<file path="config.mk">
export PLATFORM = sky130hd
export DESIGN_NAME = muldiv_sequencer_flat
export DESIGN_NICKNAME = d
export VERILOG_FILES = /design/src/rtl/muldiv_sequencer_if.sv /design/src/rtl/muldiv_sequencer.sv /design/src/flat_wrapper.sv
export SDC_FILE = /design/constraint.sdc
export NUM_CORES = 1
export LEC_CHECK = 0
export BUFFER_PORTS_ARGS = -buffer_cell sky130_fd_sc_hd__clkbuf_2
export CORE_MARGIN = 8
export CORE_UTILIZATION = 35
export CTS_CLUSTER_DIAMETER = 60
export DETAILED_ROUTE_END_ITERATION = 10
export PLACE_DENSITY = 0.66
export SETUP_SLACK_MARGIN = 0.02
export SLEW_MARGIN = 15
export SYNTH_ARGS = -nofsm -noshare
export SYNTH_HDL_FRONTEND = slang
export SYNTH_SLANG_ARGS = --single-unit
export TNS_END_PERCENT = 100
</file>
<file path="constraint.sdc">
create_clock -name clk -period 3.2 [get_ports clk]
set_input_delay 0.16 -clock clk [delete_from_list [all_inputs] [get_ports clk]]
set_output_delay 0.16 -clock clk [all_outputs]
set_load 0.05 [all_outputs]
</file>
<file path="src/rtl/muldiv_sequencer_if.sv">
// Request/response bundle between the instruction controller and the
// MULT/DIV sequencer.
//   master : start, op_div, op_signed, operand_a, operand_b, cancel (out)
//            hi, lo, busy, done, div_by_zero                       (in)
//   slave  : mirror image of master
interface muldiv_sequencer_if #(
  parameter int unsigned WIDTH = 32
);
  logic             start;
  logic             op_div;
  logic             op_signed;
  logic [WIDTH-1:0] operand_a;
  logic [WIDTH-1:0] operand_b;
  logic             cancel;
  logic [WIDTH-1:0] hi;
  logic [WIDTH-1:0] lo;
  logic             busy;
  logic             done;
  logic             div_by_zero;

  modport master (
    output start, op_div, op_signed, operand_a, operand_b, cancel,
    input  hi, lo, busy, done, div_by_zero
  );

  modport slave (
    input  start, op_div, op_signed, operand_a, operand_b, cancel,
    output hi, lo, busy, done, div_by_zero
  );
endinterface

</file>
<file path="src/rtl/muldiv_sequencer.sv">
// Multi-cycle MULT/DIV sequencer: iterative shift-add multiply or restoring
// divide over WIDTH cycles, then one sign-fix cycle writing HI/LO.
// Ports:
//   clk, rst_n : core clock, asynchronous active-low reset
//   bus        : muldiv_sequencer_if.slave (request in, HI/LO/busy/done out)
// Optional feature: define SIGNED_MULDIV_EN to honour op_signed; otherwise
// every operation is unsigned and FIX passes results through unchanged.
module muldiv_sequencer #(
  parameter int unsigned WIDTH = 32
) (
  input  logic                clk,
  input  logic                rst_n,
  muldiv_sequencer_if.slave   bus
);
  localparam int unsigned W  = WIDTH;
  localparam int unsigned CW = $clog2(WIDTH + 1);

  typedef enum logic [1:0] {S_IDLE, S_RUN, S_FIX, S_DONE} state_t;

  state_t          r_state;
  logic [CW-1:0]   r_cnt;
  logic            r_op_div;
  logic            r_neg_res;  // quotient / product must be negated
  logic            r_neg_rem;  // remainder takes dividend's sign
  logic [W-1:0]    r_acc_hi;   // mult: upper accumulator; div: remainder
  logic [W-1:0]    r_acc_lo;   // mult: multiplier shifting out; div: dividend -> quotient
  logic [W-1:0]    r_opb;      // mult: multiplicand; div: divisor
  logic [W-1:0]    r_hi;
  logic [W-1:0]    r_lo;
  logic            r_done;
  logic            r_dbz;

  // Sign handling of the request operands
  logic            w_signed;
`ifdef SIGNED_MULDIV_EN
  assign w_signed = bus.op_signed;
`else
  logic            w_unused_signed;
  assign w_signed        = 1'b0;
  assign w_unused_signed = bus.op_signed;
`endif

  logic            w_a_neg, w_b_neg;
  logic [W-1:0]    w_a_mag, w_b_mag;
  assign w_a_neg = w_signed & bus.operand_a[W-1];
  assign w_b_neg = w_signed & bus.operand_b[W-1];
  assign w_a_mag = w_a_neg ? -bus.operand_a : bus.operand_a;
  assign w_b_mag = w_b_neg ? -bus.operand_b : bus.operand_b;

  // Multiply step: conditional add into the upper half, carry kept for the shift
  logic [W:0]      w_sum;
  assign w_sum = {1'b0, r_acc_hi} + (r_acc_lo[0] ? {1'b0, r_opb} : {(W+1){1'b0}});

  // Divide step: shift in next dividend bit, trial-subtract the divisor
  logic [W:0]      w_shift;
  logic            w_ge;
  logic [W-1:0]    w_sub;
  assign w_shift = {r_acc_hi, r_acc_lo[W-1]};
  assign w_ge    = (w_shift >= {1'b0, r_opb});
  assign w_sub   = W'(w_shift - {1'b0, r_opb});

  // Sign correction applied in FIX
  logic [2*W-1:0]  w_prod, w_prod_fix;
  logic [W-1:0]    w_quo_fix, w_rem_fix;
  assign w_prod     = {r_acc_hi, r_acc_lo};
  assign w_prod_fix = r_neg_res ? -w_prod : w_prod;
  assign w_quo_fix  = r_neg_res ? -r_acc_lo : r_acc_lo;
  assign w_rem_fix  = r_neg_rem ? -r_acc_hi : r_acc_hi;

  // Sequencer state, datapath and registered outputs
  always_ff @(posedge clk or negedge rst_n) begin
    if (!rst_n) begin
      r_state   <= S_IDLE;
      r_cnt     <= '0;
      r_op_div  <= 1'b0;
      r_neg_res <= 1'b0;
      r_neg_rem <= 1'b0;
      r_acc_hi  <= '0;
      r_acc_lo  <= '0;
      r_opb     <= '0;
      r_hi      <= '0;
      r_lo      <= '0;
      r_done    <= 1'b0;
      r_dbz     <= 1'b0;
    end else begin
      r_done <= 1'b0;
      r_dbz  <= 1'b0;
      case (r_state)
        S_IDLE: begin
          // start takes priority over a coincident cancel
          if (bus.start) begin
            r_op_div <= bus.op_div;
            r_cnt    <= '0;
            if (bus.op_div && (bus.operand_b == '0)) begin
              r_hi      <= bus.operand_a;
              r_lo      <= '1;
              r_neg_res <= 1'b0;
              r_neg_rem <= 1'b0;
              r_done    <= 1'b1;
              r_dbz     <= 1'b1;
              r_state   <= S_DONE;
            end else begin
              r_neg_res <= w_a_neg ^ w_b_neg;
              r_neg_rem <= w_a_neg;
              r_acc_hi  <= '0;
              r_opb     <= bus.op_div ? w_b_mag : w_a_mag;
              r_acc_lo  <= bus.op_div ? w_a_mag : w_b_mag;
              r_state   <= S_RUN;
            end
          end
        end
        S_RUN: begin
          if (bus.cancel) begin
            r_state <= S_IDLE;
          end else begin
            if (r_op_div) begin
              r_acc_hi <= w_ge ? w_sub : w_shift[W-1:0];
              r_acc_lo <= {r_acc_lo[W-2:0], w_ge};
            end else begin
              r_acc_hi <= w_sum[W:1];
              r_acc_lo <= {w_sum[0], r_acc_lo[W-1:1]};
            end
            r_cnt <= r_cnt + CW'(1);
            if (r_cnt == CW'(W - 1)) begin
              r_state <= S_FIX;
            end
          end
        end
        S_FIX: begin
          if (bus.cancel) begin
            r_state <= S_IDLE;
          end else begin
            if (r_op_div) begin
              r_hi <= w_rem_fix;
              r_lo <= w_quo_fix;
            end else begin
              r_hi <= w_prod_fix[2*W-1:W];
              r_lo <= w_prod_fix[W-1:0];
            end
            r_done  <= 1'b1;
            r_state <= S_DONE;
          end
        end
        S_DONE: begin
          r_state <= S_IDLE;
        end
        default: begin
          r_state <= S_IDLE;
        end
      endcase
    end
  end

  assign bus.hi          = r_hi;
  assign bus.lo          = r_lo;
  assign bus.done        = r_done;
  assign bus.div_by_zero = r_dbz;
  assign bus.busy        = (r_state != S_IDLE);

endmodule

</file>
<file path="src/flat_wrapper.sv">
// flat-port wrapper written by rule: the top's interface ports become plain ports
module muldiv_sequencer_flat 
#(
  parameter int unsigned WIDTH = 32
)
  (clk, rst_n, bus_start, bus_op_div, bus_op_signed, bus_operand_a, bus_operand_b, bus_cancel, bus_hi, bus_lo, bus_busy, bus_done, bus_div_by_zero);
  muldiv_sequencer_if #(.WIDTH(WIDTH)) bus_i ();
  input  logic clk;
  input  logic rst_n;
  input wire logic [$bits(bus_i.start)-1:0] bus_start;
  input wire logic [$bits(bus_i.op_div)-1:0] bus_op_div;
  input wire logic [$bits(bus_i.op_signed)-1:0] bus_op_signed;
  input wire logic [$bits(bus_i.operand_a)-1:0] bus_operand_a;
  input wire logic [$bits(bus_i.operand_b)-1:0] bus_operand_b;
  input wire logic [$bits(bus_i.cancel)-1:0] bus_cancel;
  output wire logic [$bits(bus_i.hi)-1:0] bus_hi;
  output wire logic [$bits(bus_i.lo)-1:0] bus_lo;
  output wire logic [$bits(bus_i.busy)-1:0] bus_busy;
  output wire logic [$bits(bus_i.done)-1:0] bus_done;
  output wire logic [$bits(bus_i.div_by_zero)-1:0] bus_div_by_zero;
  assign bus_i.start = bus_start;
  assign bus_i.op_div = bus_op_div;
  assign bus_i.op_signed = bus_op_signed;
  assign bus_i.operand_a = bus_operand_a;
  assign bus_i.operand_b = bus_operand_b;
  assign bus_i.cancel = bus_cancel;
  assign bus_hi = bus_i.hi;
  assign bus_lo = bus_i.lo;
  assign bus_busy = bus_i.busy;
  assign bus_done = bus_i.done;
  assign bus_div_by_zero = bus_i.div_by_zero;
  muldiv_sequencer #(.WIDTH(WIDTH)) u_core (.clk(clk), .rst_n(rst_n), .bus(bus_i));
endmodule
</file>
==> results of run 1 <==
-- logic make-up (layout without fill, tap and decap cells) --
family | after synthesis | in the layout | share of synthesized area (%)
and+or+nand+nor | 519 | 519 | 19.0
buffers and inverters | 138 | 333 | 4.48
adders and majority gates | 67 | 67 | 6.86
xor gates and xnor gates | 47 | 47 | 3.31
muxes | 134 | 134 | 11.1
AOI/OAI and AO/OA | 421 | 421 | 20.9
DFF | 171 | 171 | 34.4
-- cell type report --
cell class,count,area share [%]
Clock buffer,17,2.82
Clock inverter,15,1.34
Inverter,55,1.37
Multi-Input combinational cell,1188,51.3
Sequential cell,171,28.4
Tap cell,461,3.83
Timing Repair Buffer,246,10.9
-- worst min-delay path: stages --
cell,delay [ps]
clkbuf_2,90
mux2i_1,70
o21ai_0,130
-- worst min-delay path by stage --
stage               slack [ps]                      to              from  cells after the start
floorplan                 -140  u_core.bus.div_by_zero             rst_n                      0
global placement           250         u_core.r_cnt[4]             rst_n                      1
detailed placement         260         u_core.r_cnt[2]             rst_n                      1
CTS                         40         u_core.r_opb[4]  bus_operand_a[4]                      3
global route                60         u_core.r_opb[8]  bus_operand_b[8]                      3
finish                      50       u_core.r_state[0]         bus_start                      3
-- report_power, final --
part	total, mW	switching (mW)	internal, mW	leakage [nW]
clock	2.28	1.02	1.26	0.302
sequential	3.17	0.530	2.64	2.15
combinational	6.42	3.80	2.62	4.86
-- through the flow --
step                      hold slack (ps)  power (mW)
after floorplan                      -136        7.11
after global routing                 56.0        12.6
final                                50.9        11.9
after detailed placement              258        9.28
after CTS                            37.3        11.6
after global placement                248        9.17
-- layout by cell type, fill, tap and decap left out, types with 5 or more instances in the layout --
cell type | Yosys | layout
a211o_1 | 6 | 6
and3_1 | 10 | 10
mux2_2 | 31 | 31
o211a_1 | 5 | 5
buf_12 | 0 | 8
inv_1 | 54 | 54
o21bai_1 | 7 | 7
a21oi_1 | 108 | 103
a21oi_2 | 0 | 5
xor2_1 | 26 | 26
nand2_1 | 176 | 176
clkbuf_16 | 0 | 18
or3_1 | 5 | 5
nand3_1 | 25 | 24
o21ai_1 | 12 | 15
nand4_1 | 22 | 22
a211oi_1 | 12 | 9
nor4_1 | 8 | 8
and2_1 | 41 | 41
dfrtp_1 | 171 | 169
a32oi_1 | 6 | 6
buf_4 | 0 | 100
o211ai_1 | 18 | 18
ha_1 | 65 | 59
inv_6 | 0 | 6
a21o_1 | 21 | 20
clkbuf_2 | 1 | 133
mux2i_1 | 103 | 103
o21ai_0 | 157 | 153
a31oi_1 | 10 | 9
xnor2_1 | 21 | 21
a22o_1 | 6 | 6
nor2_1 | 152 | 149
ha_2 | 0 | 6
nor3_1 | 48 | 47
nand2b_1 | 11 | 10
-- layer usage --
| metal | vias to the layer above | wire length (microns) | global-route usage, % |
|---|---|---|---|
| li1 | 5742 | - | - |
| met4 | 0 | 1130 | 5.84 |
| met2 | 488 | 19700 | 32.0 |
| met1 | 6053 | 19000 | 26.5 |
| met3 | 80 | 2810 | 3.65 |
| met5 | - | 0 | 0 |
-- flip-flops by register name, indices dropped and copies added (netlist names) --
name,flops
u_core.r_acc_lo,32
u_core.bus.hi,32
u_core.bus.done,1
u_core.r_state,2
u_core.r_acc_hi,32
u_core.r_opb,32
u_core.r_cnt,6
u_core.bus.lo,32
u_core.r_op_div,1
u_core.bus.div_by_zero,1
-- repair_timing --
action / in CTS / in global routing
cloned: 0 / 1
endpoints found under the setup margin: 3 / 20
setup buffers: 0 / 6
hold buffers: 1 / 0
gates resized for setup: 2 / 29
pin swaps: 0 / 8
hold endpoints to repair: 76 / 0
==> metrics.txt, run 1 <==
# TYPE chip_impl_metric gauge
chip_impl_metric{name="required_time_at_the_worst_slack_endpoint",unit="ps"} 3520
chip_impl_metric{name="placedInstanceArea",unit="sq um"} 14200
chip_impl_metric{name="drv_cap",unit=""} 0
chip_impl_metric{name="avgSynthCellArea",unit="sq um"} 8.31
chip_impl_metric{name="ratio_of_final_minimum_period_to_clock_period",unit="%"} 96.6
chip_impl_metric{name="sequential_cell_area",unit="sq um"} 4280
chip_impl_metric{name="clock_transition_at_the_registers_of_the_reported_paths",unit="ps"} 70
chip_impl_metric{name="place.port_buffers",unit=""} 135
chip_impl_metric{name="routed_wire_length_per_instance",unit="microns"} 19.8
chip_impl_metric{name="critical_path_depth",unit=""} 11
chip_impl_metric{name="slew_headroom",unit="%"} 44.4
chip_impl_metric{name="detail_route.iter0.violations",unit=""} 933
chip_impl_info{name="worstSetupStartpointType",value="flip-flop"} 1
chip_impl_metric{name="grt_max_degree",unit=""} 96
chip_impl_info{name="rr_endpoint",value="u_core.r_acc_hi[28]"} 1
chip_impl_metric{name="antenna_found_initial",unit=""} 0
chip_impl_metric{name="worst-r2r-setup-slack",unit="ps"} 110
chip_impl_info{name="cp-end-kind",value="flip-flop"} 1
chip_impl_metric{name="syn_to_final_growth",unit="%"} 21.2
chip_impl_metric{name="die_height",unit="microns"} 205
chip_impl_metric{name="setup_tns",unit="ps"} 0
chip_impl_info{name="synthMostInstantiatedCell",value="nand2_1"} 1
chip_impl_metric{name="ys_seq_elements",unit=""} 171
chip_impl_metric{name="timing.critical_path.arrival",unit="ps"} 3410
chip_impl_metric{name="numClockSinks",unit=""} 171
chip_impl_metric{name="postRouteWirelength",unit="microns"} 42700
chip_impl_metric{name="drv_slew",unit=""} 0
chip_impl_metric{name="setup_slack_after_layout",unit="ps"} 109
chip_impl_metric{name="postSynth.asyncResetShare",unit="%"} 100
chip_impl_info{name="critical-path-slowest-cell",value="or4b_2"} 1
chip_impl_metric{name="die_w",unit="microns"} 205
chip_impl_metric{name="core_area",unit="sq um"} 35300
chip_impl_metric{name="worst_clock_skew",unit="ps"} 10.3
chip_impl_metric{name="leakage",unit="nW"} 7.31
chip_impl_metric{name="power.density",unit="nW/um^2"} 787
chip_impl_metric{name="setup_viol",unit=""} 0
chip_impl_metric{name="num_vias",unit=""} 12400
chip_impl_metric{name="post_route_cells_drive_above_1_share",unit="%"} 20.8
chip_impl_metric{name="grt_pass1_wl",unit="microns"} 66300
chip_impl_info{name="critPathCapture",value="u_core.r_acc_hi[28]"} 1
chip_impl_metric{name="numCtsBuffers",unit=""} 17
chip_impl_metric{name="layout.cell_area.non_filler",unit="sq um"} 15100
chip_impl_metric{name="syn_inst",unit=""} 1497
chip_impl_info{name="cts_tree",value="yes"} 1
chip_impl_metric{name="grt_pass1_vias",unit=""} 11900
chip_impl_metric{name="post_drt_via_cell_ratio",unit=""} 5.74
chip_impl_metric{name="floorplan.die_area",unit="sq um"} 41800
chip_impl_metric{name="fmax",unit="MHz"} 324
chip_impl_metric{name="cts-htree-levels",unit=""} 4
chip_impl_info{name="clk_root_buffer_cell",value="clkbuf_16"} 1
chip_impl_info{name="predominant_post_synthesis_flop_cell",value="dfrtp_1"} 1
chip_impl_metric{name="syn-num-nets",unit=""} 1634
chip_impl_info{name="yosys-top-cells-area",value="dfrtp_1, mux2i_1, ha_1"} 1
chip_impl_metric{name="area_taken_by_multi_input_logic_gates",unit="sq um"} 7740
chip_impl_info{name="timing.rr.start",value="u_core.r_acc_lo[0]"} 1
chip_impl_metric{name="ant_nets",unit=""} 0
chip_impl_metric{name="synth_enable_flop_cells",unit=""} 0
chip_impl_metric{name="drt_pre_antenna_iters",unit=""} 5
chip_impl_info{name="path_type_of_the_worst_min_delay_path",value="in -> reg"} 1
chip_impl_metric{name="synth_cell_types",unit=""} 76
chip_impl_metric{name="insertion_delay",unit="ps"} 440
chip_impl_metric{name="finish.cell_count_without_fillers",unit=""} 2153
chip_impl_metric{name="synth.yosys.seq_area_share",unit="%"} 34.4
chip_impl_metric{name="n_fill_cell",unit=""} 3487
chip_impl_metric{name="gp_routability_congestion",unit=""} 0.988
chip_impl_metric{name="nets",unit=""} 1816
chip_impl_info{name="grt_setup_unrepaired",value="true"} 1
chip_impl_info{name="crit_path_cell_trace",value="buf_6, and2_1, ha_1, nand3_1, o32ai_4, nor2_1, a21oi_2, o21ai_1, or4b_2, o2111ai_1, o21ai_0"} 1
chip_impl_metric{name="global_route.usage.total",unit="%"} 19.7
chip_impl_info{name="critical-path-top-delay-family",value="simple AND/OR/NAND/NOR gates"} 1
chip_impl_metric{name="clockBufferDepth",unit=""} 2
chip_impl_metric{name="dp.cells",unit=""} 2113
chip_impl_metric{name="syn-cell-area",unit="sq um"} 12400
chip_impl_metric{name="ff2ff_path_depth",unit=""} 11
chip_impl_metric{name="synth_top_cell_area_share",unit="%"} 34.4
chip_impl_metric{name="core.rowCount",unit=""} 69
chip_impl_metric{name="critical-path-max-stage-delay",unit="ps"} 670
chip_impl_info{name="run_status",value="completed"} 1
chip_impl_metric{name="io-pin-count",unit=""} 137
chip_impl_metric{name="yosysWarningCount",unit=""} 0
chip_impl_metric{name="pre_cts_ws",unit="ps"} -26.5
chip_impl_info{name="critical_path.startpoint",value="u_core.r_acc_lo[0]"} 1
chip_impl_metric{name="top_fanout_value_on_the_critical_path",unit=""} 24
chip_impl_info{name="synth_largest_area_cell",value="dfrtp_1"} 1
chip_impl_info{name="path_class",value="reg -> reg"} 1
chip_impl_metric{name="vdd_ir_drop_max",unit="mV"} 0.437
chip_impl_metric{name="final_util",unit="%"} 42.7
chip_impl_metric{name="final-hold-violation-count",unit=""} 0
chip_impl_metric{name="antenna-diode-count",unit=""} 0
chip_impl_metric{name="tightest_slew",unit="ps"} 834
chip_impl_metric{name="worst_path_buf_inv",unit=""} 1
chip_impl_metric{name="floorplan.initialDensity",unit="%"} 35.2
chip_impl_metric{name="drc_errors",unit=""} 0
chip_impl_metric{name="grt_overflow",unit=""} 0
chip_impl_metric{name="final.min_clock_period",unit="ps"} 3090
chip_impl_info{name="ys_top_cells_by_count",value="nand2_1, dfrtp_1, o21ai_0"} 1
chip_impl_metric{name="place_hpwl",unit="microns"} 32200
Power figures use the tool's default switching activity.
==> run 2, diff against run 1 <==
--- a/config.mk
+++ b/config.mk
@@ -12,3 +12,3 @@
 export DETAILED_ROUTE_END_ITERATION = 10
-export PLACE_DENSITY = 0.66
+export PLACE_DENSITY = 0.64
 export SETUP_SLACK_MARGIN = 0.02
==> constraint.sdc (replaced) <==
create_clock -name clk -period 3.3 [get_ports clk]
set_input_delay 0.66 -clock clk [delete_from_list [all_inputs] [get_ports clk]]
set_output_delay 0.66 -clock clk [all_outputs]
set_load 0.05 [all_outputs]
==> metrics.txt, run 2 (same netlist as run 1, synthesis figures left out) <==
# TYPE chip_impl_metric gauge
chip_impl_metric{name="grt_overflow",unit=""} 0
chip_impl_metric{name="postRouteWirelength",unit="microns"} 41600
chip_impl_metric{name="dp.cells",unit=""} 2091
chip_impl_metric{name="drv_slew",unit=""} 0
chip_impl_metric{name="layout.cell_area.non_filler",unit="sq um"} 14700
chip_impl_metric{name="insertion_delay",unit="ps"} 440
chip_impl_metric{name="timing.critical_path.arrival",unit="ps"} 3490
chip_impl_metric{name="place.port_buffers",unit=""} 135
chip_impl_metric{name="io-pin-count",unit=""} 137
chip_impl_metric{name="nets",unit=""} 1786
chip_impl_metric{name="power.density",unit="nW/um^2"} 742
chip_impl_metric{name="setup_viol",unit=""} 0
chip_impl_info{name="cts_tree",value="yes"} 1
chip_impl_metric{name="critical-path-max-stage-delay",unit="ps"} 480
chip_impl_metric{name="top_fanout_value_on_the_critical_path",unit=""} 24
chip_impl_info{name="crit_path_cell_trace",value="ha_1, nand2_1, o21ai_0, a22oi_2, a311oi_4, a211oi_4, buf_4, buf_12, nand2_1, o211ai_1, a32o_1"} 1
chip_impl_info{name="grt_setup_unrepaired",value="true"} 1
chip_impl_metric{name="num_vias",unit=""} 11900
chip_impl_info{name="path_type_of_the_worst_min_delay_path",value="in -> async"} 1
chip_impl_metric{name="ant_nets",unit=""} 0
chip_impl_metric{name="whs",unit="ps"} 212
chip_impl_metric{name="floorplan.die_area",unit="sq um"} 41800
chip_impl_metric{name="numCtsBuffers",unit=""} 17
chip_impl_metric{name="die_w",unit="microns"} 205
chip_impl_metric{name="syn_to_final_growth",unit="%"} 18.5
chip_impl_metric{name="detail_route.iter0.violations",unit=""} 798
chip_impl_metric{name="ratio_of_final_minimum_period_to_clock_period",unit="%"} 95.9
chip_impl_metric{name="core_area",unit="sq um"} 35300
chip_impl_metric{name="place_hpwl",unit="microns"} 32300
chip_impl_metric{name="die_height",unit="microns"} 205
chip_impl_info{name="final_common_cell",value="nand2_1"} 1
chip_impl_metric{name="routed_wire_length_per_instance",unit="microns"} 19.6
chip_impl_metric{name="post_route_cells_drive_above_1_share",unit="%"} 18.8
chip_impl_info{name="critical-path-slowest-cell",value="a311oi_4"} 1
chip_impl_metric{name="fin_total_pwr",unit="mW"} 10.9
chip_impl_metric{name="fmax",unit="MHz"} 316
chip_impl_metric{name="drt_pre_antenna_iters",unit=""} 5
chip_impl_metric{name="drc_errors",unit=""} 0
chip_impl_metric{name="tightest_slew",unit="ps"} 973
chip_impl_metric{name="global_route.usage.total",unit="%"} 19.5
chip_impl_metric{name="placedInstanceArea",unit="sq um"} 14100
chip_impl_metric{name="drv_cap",unit=""} 0
chip_impl_metric{name="clockBufferDepth",unit=""} 2
chip_impl_info{name="run_status",value="completed"} 1
chip_impl_metric{name="setup_tns",unit="ps"} 0
chip_impl_metric{name="finish.cell_count_without_fillers",unit=""} 2122
chip_impl_metric{name="post_drt_via_cell_ratio",unit=""} 5.60
chip_impl_info{name="cp-end-kind",value="flip-flop"} 1
chip_impl_info{name="worstSetupStartpointType",value="flip-flop"} 1
chip_impl_metric{name="antenna_found_initial",unit=""} 1
chip_impl_metric{name="core.rowCount",unit=""} 69
chip_impl_metric{name="grt_pass1_vias",unit=""} 11700
chip_impl_metric{name="cts-htree-levels",unit=""} 4
chip_impl_metric{name="leakage",unit="nW"} 7.12
chip_impl_metric{name="worst_clock_skew",unit="ps"} 7.28
chip_impl_metric{name="required_time_at_the_worst_slack_endpoint",unit="ps"} 3630
chip_impl_metric{name="final_util",unit="%"} 41.7
chip_impl_metric{name="clock_transition_at_the_registers_of_the_reported_paths",unit="ps"} 70
chip_impl_metric{name="final.min_clock_period",unit="ps"} 3160
chip_impl_metric{name="gp_routability_congestion",unit=""} 0.943
chip_impl_metric{name="grt_pass1_wl",unit="microns"} 65500
chip_impl_metric{name="antenna-diode-count",unit=""} 0
chip_impl_metric{name="slew_headroom",unit="%"} 35.1
chip_impl_info{name="clk_root_buffer_cell",value="clkbuf_16"} 1
chip_impl_info{name="crit_path_frequent_cell",value="nand2_1"} 1
chip_impl_metric{name="final-hold-violation-count",unit=""} 0
chip_impl_metric{name="pre_cts_ws",unit="ps"} 63.8
chip_impl_info{name="path_class",value="reg -> reg"} 1
chip_impl_metric{name="grt_max_degree",unit=""} 75
chip_impl_metric{name="floorplan.initialDensity",unit="%"} 35.2
chip_impl_metric{name="vdd_ir_drop_max",unit="mV"} 0.426
chip_impl_info{name="mostFrequentLayoutCells",value="nand2_1, dfrtp_1, o21ai_0, nor2_1, clkbuf_2"} 1
chip_impl_metric{name="numClockSinks",unit=""} 171
chip_impl_metric{name="setup_slack_after_layout",unit="ps"} 135
==> run 2: cell count changes in the layout (fill, tap and decap cells not counted), sizes merged, moves of 2 or more <==
cell	delta
clkinv	+2
bufinv	-2
buf	-28
inv	-4
==> run 2: timing repair <==
action,4_1_cts,5_1_grt
hold buffers,0,0
setup endpoints to repair,2,11
pin swaps,0,3
buffers inserted,0,0
gates resized for setup,1,16
==> run 2: layer usage <==
metal / vias to the layer above / GRT usage, % / share of wire (%)
li1: 5666 / - / -
met1: 5754 / 26.9 / 45
met2: 388 / 31.1 / 46
met3: 79 / 3.26 / 5.7
met4: 2 / 5.91 / 2.8
met5: - / 0 / 0.029
==> run 2: critical path: cells and delay by family, from the launching register on <==
kind | cells | cell delay [ps]
and+or+nand+nor | 2 | 140
buffers and inverters | 2 | 370
adders and majority gates | 1 | 420
DFF | 1 | 470
AOI/OAI and AO/OA | 6 | 1640
==> run 2: layout make-up <==
type	instances	area [sq um]
fillers	3562	20600
multi-input cells	1188	7700
flip-flops and latches	171	4280
repair buffers	216	1410
well taps	461	577
clock buffers	19	453
inverters	55	206
clock inverters	12	114
==> run 2: final timing paths <==
check | startpoint | to | slack [ps] | cells past startpoint
setup / recovery | u_core.r_acc_hi[11] | u_core.r_acc_hi[16] | 140 | 11
hold / removal | rst_n | u_core.r_cnt[3] | 210 | 1
setup reg to reg | u_core.r_acc_hi[11] | u_core.r_acc_hi[16] | 140 | 11
hold reg to reg | u_core.bus.hi[27] | u_core.bus.hi[27] | 480 | 2
max in group asynchronous | rst_n | u_core.r_acc_lo[20] | 2110 | 2
min in group clk | u_core.bus.hi[27] | u_core.bus.hi[27] | 480 | 2
==> run 2: power breakdown <==
part / internal, mW / switching (mW)
Clock: 1.09 / 0.930
Combinational: 2.33 / 3.42
Sequential: 2.56 / 0.603
Total: 5.97 / 4.96
==> run 3, diff against run 2 <==
ABC_AREA = 1   (was unset)
CORE_MARGIN = unset   (was 8)
==> metrics.txt, run 3 <==
# TYPE chip_impl_metric gauge
chip_impl_metric{name="cts_resized",unit=""} 0
chip_impl_metric{name="drt_pre_antenna_iters",unit=""} 7
chip_impl_info{name="worstSetupStartpointType",value="flip-flop"} 1
chip_impl_metric{name="p_sw",unit="mW"} 9.94
chip_impl_metric{name="post_drt_via_cell_ratio",unit=""} 5.15
chip_impl_metric{name="io-pin-count",unit=""} 137
chip_impl_metric{name="cts-htree-levels",unit=""} 4
chip_impl_info{name="final_common_cell",value="nand2_1"} 1
chip_impl_metric{name="dp.cells",unit=""} 2871
chip_impl_info{name="path_class",value="reg -> reg"} 1
chip_impl_metric{name="worst-r2r-setup-slack",unit="ps"} 460
chip_impl_metric{name="drv_cap",unit=""} 0
chip_impl_metric{name="floorplan.initialDensity",unit="%"} 35.6
chip_impl_metric{name="grt_pass1_vias",unit=""} 13800
chip_impl_metric{name="core.rowCount",unit=""} 73
chip_impl_metric{name="yosysWarningCount",unit=""} 0
chip_impl_metric{name="grt_pass1_wl",unit="microns"} 76800
chip_impl_info{name="run_status",value="completed"} 1
chip_impl_metric{name="clock_transition_at_the_registers_of_the_reported_paths",unit="ps"} 70
chip_impl_metric{name="syn-num-nets",unit=""} 2387
chip_impl_metric{name="vdd_ir_drop_max",unit="mV"} 0.691
chip_impl_metric{name="numClockSinks",unit=""} 171
chip_impl_metric{name="nets",unit=""} 2502
chip_impl_info{name="cp-end-kind",value="flip-flop"} 1
chip_impl_metric{name="final.min_clock_period",unit="ps"} 2840
chip_impl_info{name="synth_largest_area_cell",value="dfrtp_1"} 1
chip_impl_metric{name="fmax",unit="MHz"} 352
chip_impl_metric{name="syn-cell-area",unit="sq um"} 14200
chip_impl_metric{name="syn_inst",unit=""} 2250
chip_impl_metric{name="worst_clock_skew",unit="ps"} 8.25
chip_impl_info{name="grt_setup_unrepaired",value="false"} 1
chip_impl_metric{name="postRouteWirelength",unit="microns"} 50000
chip_impl_metric{name="synth_enable_flop_cells",unit=""} 0
chip_impl_metric{name="grt_overflow",unit=""} 0
chip_impl_info{name="synthMostInstantiatedCell",value="nand2_1"} 1
chip_impl_info{name="mostFrequentLayoutCells",value="nand2_1, inv_1, nor2_1, dfrtp_1, clkbuf_2"} 1
chip_impl_info{name="path_type_of_the_worst_min_delay_path",value="in -> async"} 1
chip_impl_metric{name="tightest_slew",unit="ps"} 1040
chip_impl_metric{name="global_route.usage.total",unit="%"} 24.1
chip_impl_metric{name="slew_headroom",unit="%"} 30.4
chip_impl_metric{name="post_route_cells_drive_above_1_share",unit="%"} 11.7
chip_impl_metric{name="ys_seq_elements",unit=""} 171
chip_impl_metric{name="numCtsBuffers",unit=""} 17
chip_impl_info{name="ys_top_cells_by_count",value="nand2_1, inv_1, nor2_1"} 1
chip_impl_metric{name="synth_top_cell_area_share",unit="%"} 30.1
chip_impl_metric{name="antenna_found_initial",unit=""} 0
chip_impl_metric{name="syn_to_final_growth",unit="%"} 13.5
chip_impl_info{name="predominant_post_synthesis_flop_cell",value="dfrtp_1"} 1
chip_impl_metric{name="core_area",unit="sq um"} 39900
chip_impl_info{name="clk_root_buffer_cell",value="clkbuf_16"} 1
chip_impl_metric{name="top_fanout_value_on_the_critical_path",unit=""} 31
chip_impl_metric{name="finish.cell_count_without_fillers",unit=""} 2903
chip_impl_metric{name="grt_max_degree",unit=""} 117
chip_impl_metric{name="clockPowerShare",unit="%"} 12.2
chip_impl_metric{name="power.share.sequential",unit="%"} 21.4
chip_impl_metric{name="die_height",unit="microns"} 203
chip_impl_metric{name="avgSynthCellArea",unit="sq um"} 6.31
chip_impl_metric{name="num_vias",unit=""} 15000
chip_impl_metric{name="power.density",unit="nW/um^2"} 1090
chip_impl_metric{name="swShare",unit="%"} 56.5
chip_impl_metric{name="die_w",unit="microns"} 203
chip_impl_metric{name="synth_cell_types",unit=""} 51
chip_impl_metric{name="postSynth.asyncResetShare",unit="%"} 100
chip_impl_metric{name="synth.yosys.seq_area_share",unit="%"} 30.1
chip_impl_metric{name="required_time_at_the_worst_slack_endpoint",unit="ps"} 3650
chip_impl_metric{name="ratio_of_final_minimum_period_to_clock_period",unit="%"} 86.0
chip_impl_metric{name="setup_viol",unit=""} 0
chip_impl_info{name="yosys-top-cells-area",value="dfrtp_1, nand2_1, inv_1"} 1
chip_impl_metric{name="fin_total_pwr",unit="mW"} 17.6
chip_impl_metric{name="place.port_buffers",unit=""} 135
chip_impl_metric{name="insertion_delay",unit="ps"} 460
chip_impl_metric{name="final-hold-violation-count",unit=""} 0
chip_impl_metric{name="drv_slew",unit=""} 0
chip_impl_metric{name="detail_route.iter0.violations",unit=""} 1380
chip_impl_metric{name="comb_power_share",unit="%"} 66.4
chip_impl_metric{name="ant_nets",unit=""} 0
chip_impl_metric{name="final_util",unit="%"} 40.4
chip_impl_metric{name="internal_power",unit="mW"} 7.66
chip_impl_metric{name="floorplan.die_area",unit="sq um"} 41400
chip_impl_metric{name="setup_tns",unit="ps"} 0
chip_impl_metric{name="place_hpwl",unit="microns"} 40000
chip_impl_metric{name="leakage",unit="nW"} 8.68
chip_impl_metric{name="cts_hold_buffers",unit=""} 0
chip_impl_metric{name="drc_errors",unit=""} 0
chip_impl_metric{name="gp_routability_congestion",unit=""} 0.943
chip_impl_info{name="cts_tree",value="yes"} 1
chip_impl_metric{name="routed_wire_length_per_instance",unit="microns"} 17.2
chip_impl_metric{name="timing.critical_path.arrival",unit="ps"} 3190
chip_impl_metric{name="count_of_buffers_added_by_post_cts_timing_repair_for_setup",unit=""} 0
chip_impl_metric{name="antenna-diode-count",unit=""} 0
chip_impl_metric{name="clockBufferDepth",unit=""} 2
==> run 3: metrics by stage <==
step           instance area, sq um  setup WS (ps)  hold WS, ps
2_1_floorplan                 14200            716          364
3_3_place_gp                  15500            556          503
3_5_place_dp                  15500            482          510
4_1_cts                       16100            499          159
5_1_grt                       16100            178          185
6_report                      16100            461          147
==> run 3: cell families after synthesis <==
logic type | after synthesis | share of synthesized area, %
buf+inv | 461 | 13.0
xor+xnor | 25 | 1.54
fa+ha+maj | 67 | 6.01
mux | 1 | 0.0705
compound gates | 371 | 15.1
simple gates | 1154 | 34.1
flops | 171 | 30.1
==> run 3: path summary, 6_finish.rpt <==
check / depth (start not counted) / to / startpoint
worst max-delay path: 15 / u_core.r_acc_hi[27] / u_core.r_acc_lo[0]
worst min-delay path: 1 / u_core.bus.lo[1] / rst_n
worst max register to register: 15 / u_core.r_acc_hi[27] / u_core.r_acc_lo[0]
worst min register to register: 1 / u_core.r_cnt[0] / u_core.r_cnt[0]
max in group asynchronous: 2 / u_core.r_acc_hi[22] / rst_n
min in group clk: 3 / u_core.r_opb[4] / bus_operand_b[4]
==> run 3: final cells by class <==
cell class	instances	area, sq um
Fill cell	4282	23800
Multi-Input combinational cell	1618	8080
Sequential cell	171	4280
Inverter	377	1420
Timing Repair Buffer	180	1080
Tap cell	525	657
Clock buffer	22	474
Clock inverter	10	129
==> run 3: worst max-delay path, stage by stage (launching register included) <==
cell	delay, ps
dfrtp_1	360
buf_4	390
nand2_1	170
fa_1	460
inv_1	160
nand3_1	90
nand3_1	140
nand3_1	90
nand3_1	210
nand2_1	160
nand3_1	110
nand2_1	50
nor2_1	120
nor2_1	50
nand2_1	90
nand2_1	60
==> run 3: power groups by stage <==
| stage | Clock, mW | Combinational [mW] | Sequential [mW] |
|---|---|---|---|
| after floorplan | 0 | 7.08 | 4.95 |
| after global placement | 0 | 11.4 | 3.75 |
| after detailed placement | 0 | 11.5 | 3.78 |
| after CTS | 2.17 | 11.6 | 3.75 |
| after global routing | 2.25 | 12.9 | 3.84 |
| final | 2.15 | 11.7 | 3.77 |
==> run 3: routing by layer <==
layer	track usage, %	share of wire, %
met1	34.3	47
met2	37.7	44
met3	3.34	6.1
met4	7.14	2.6
met5	0	0
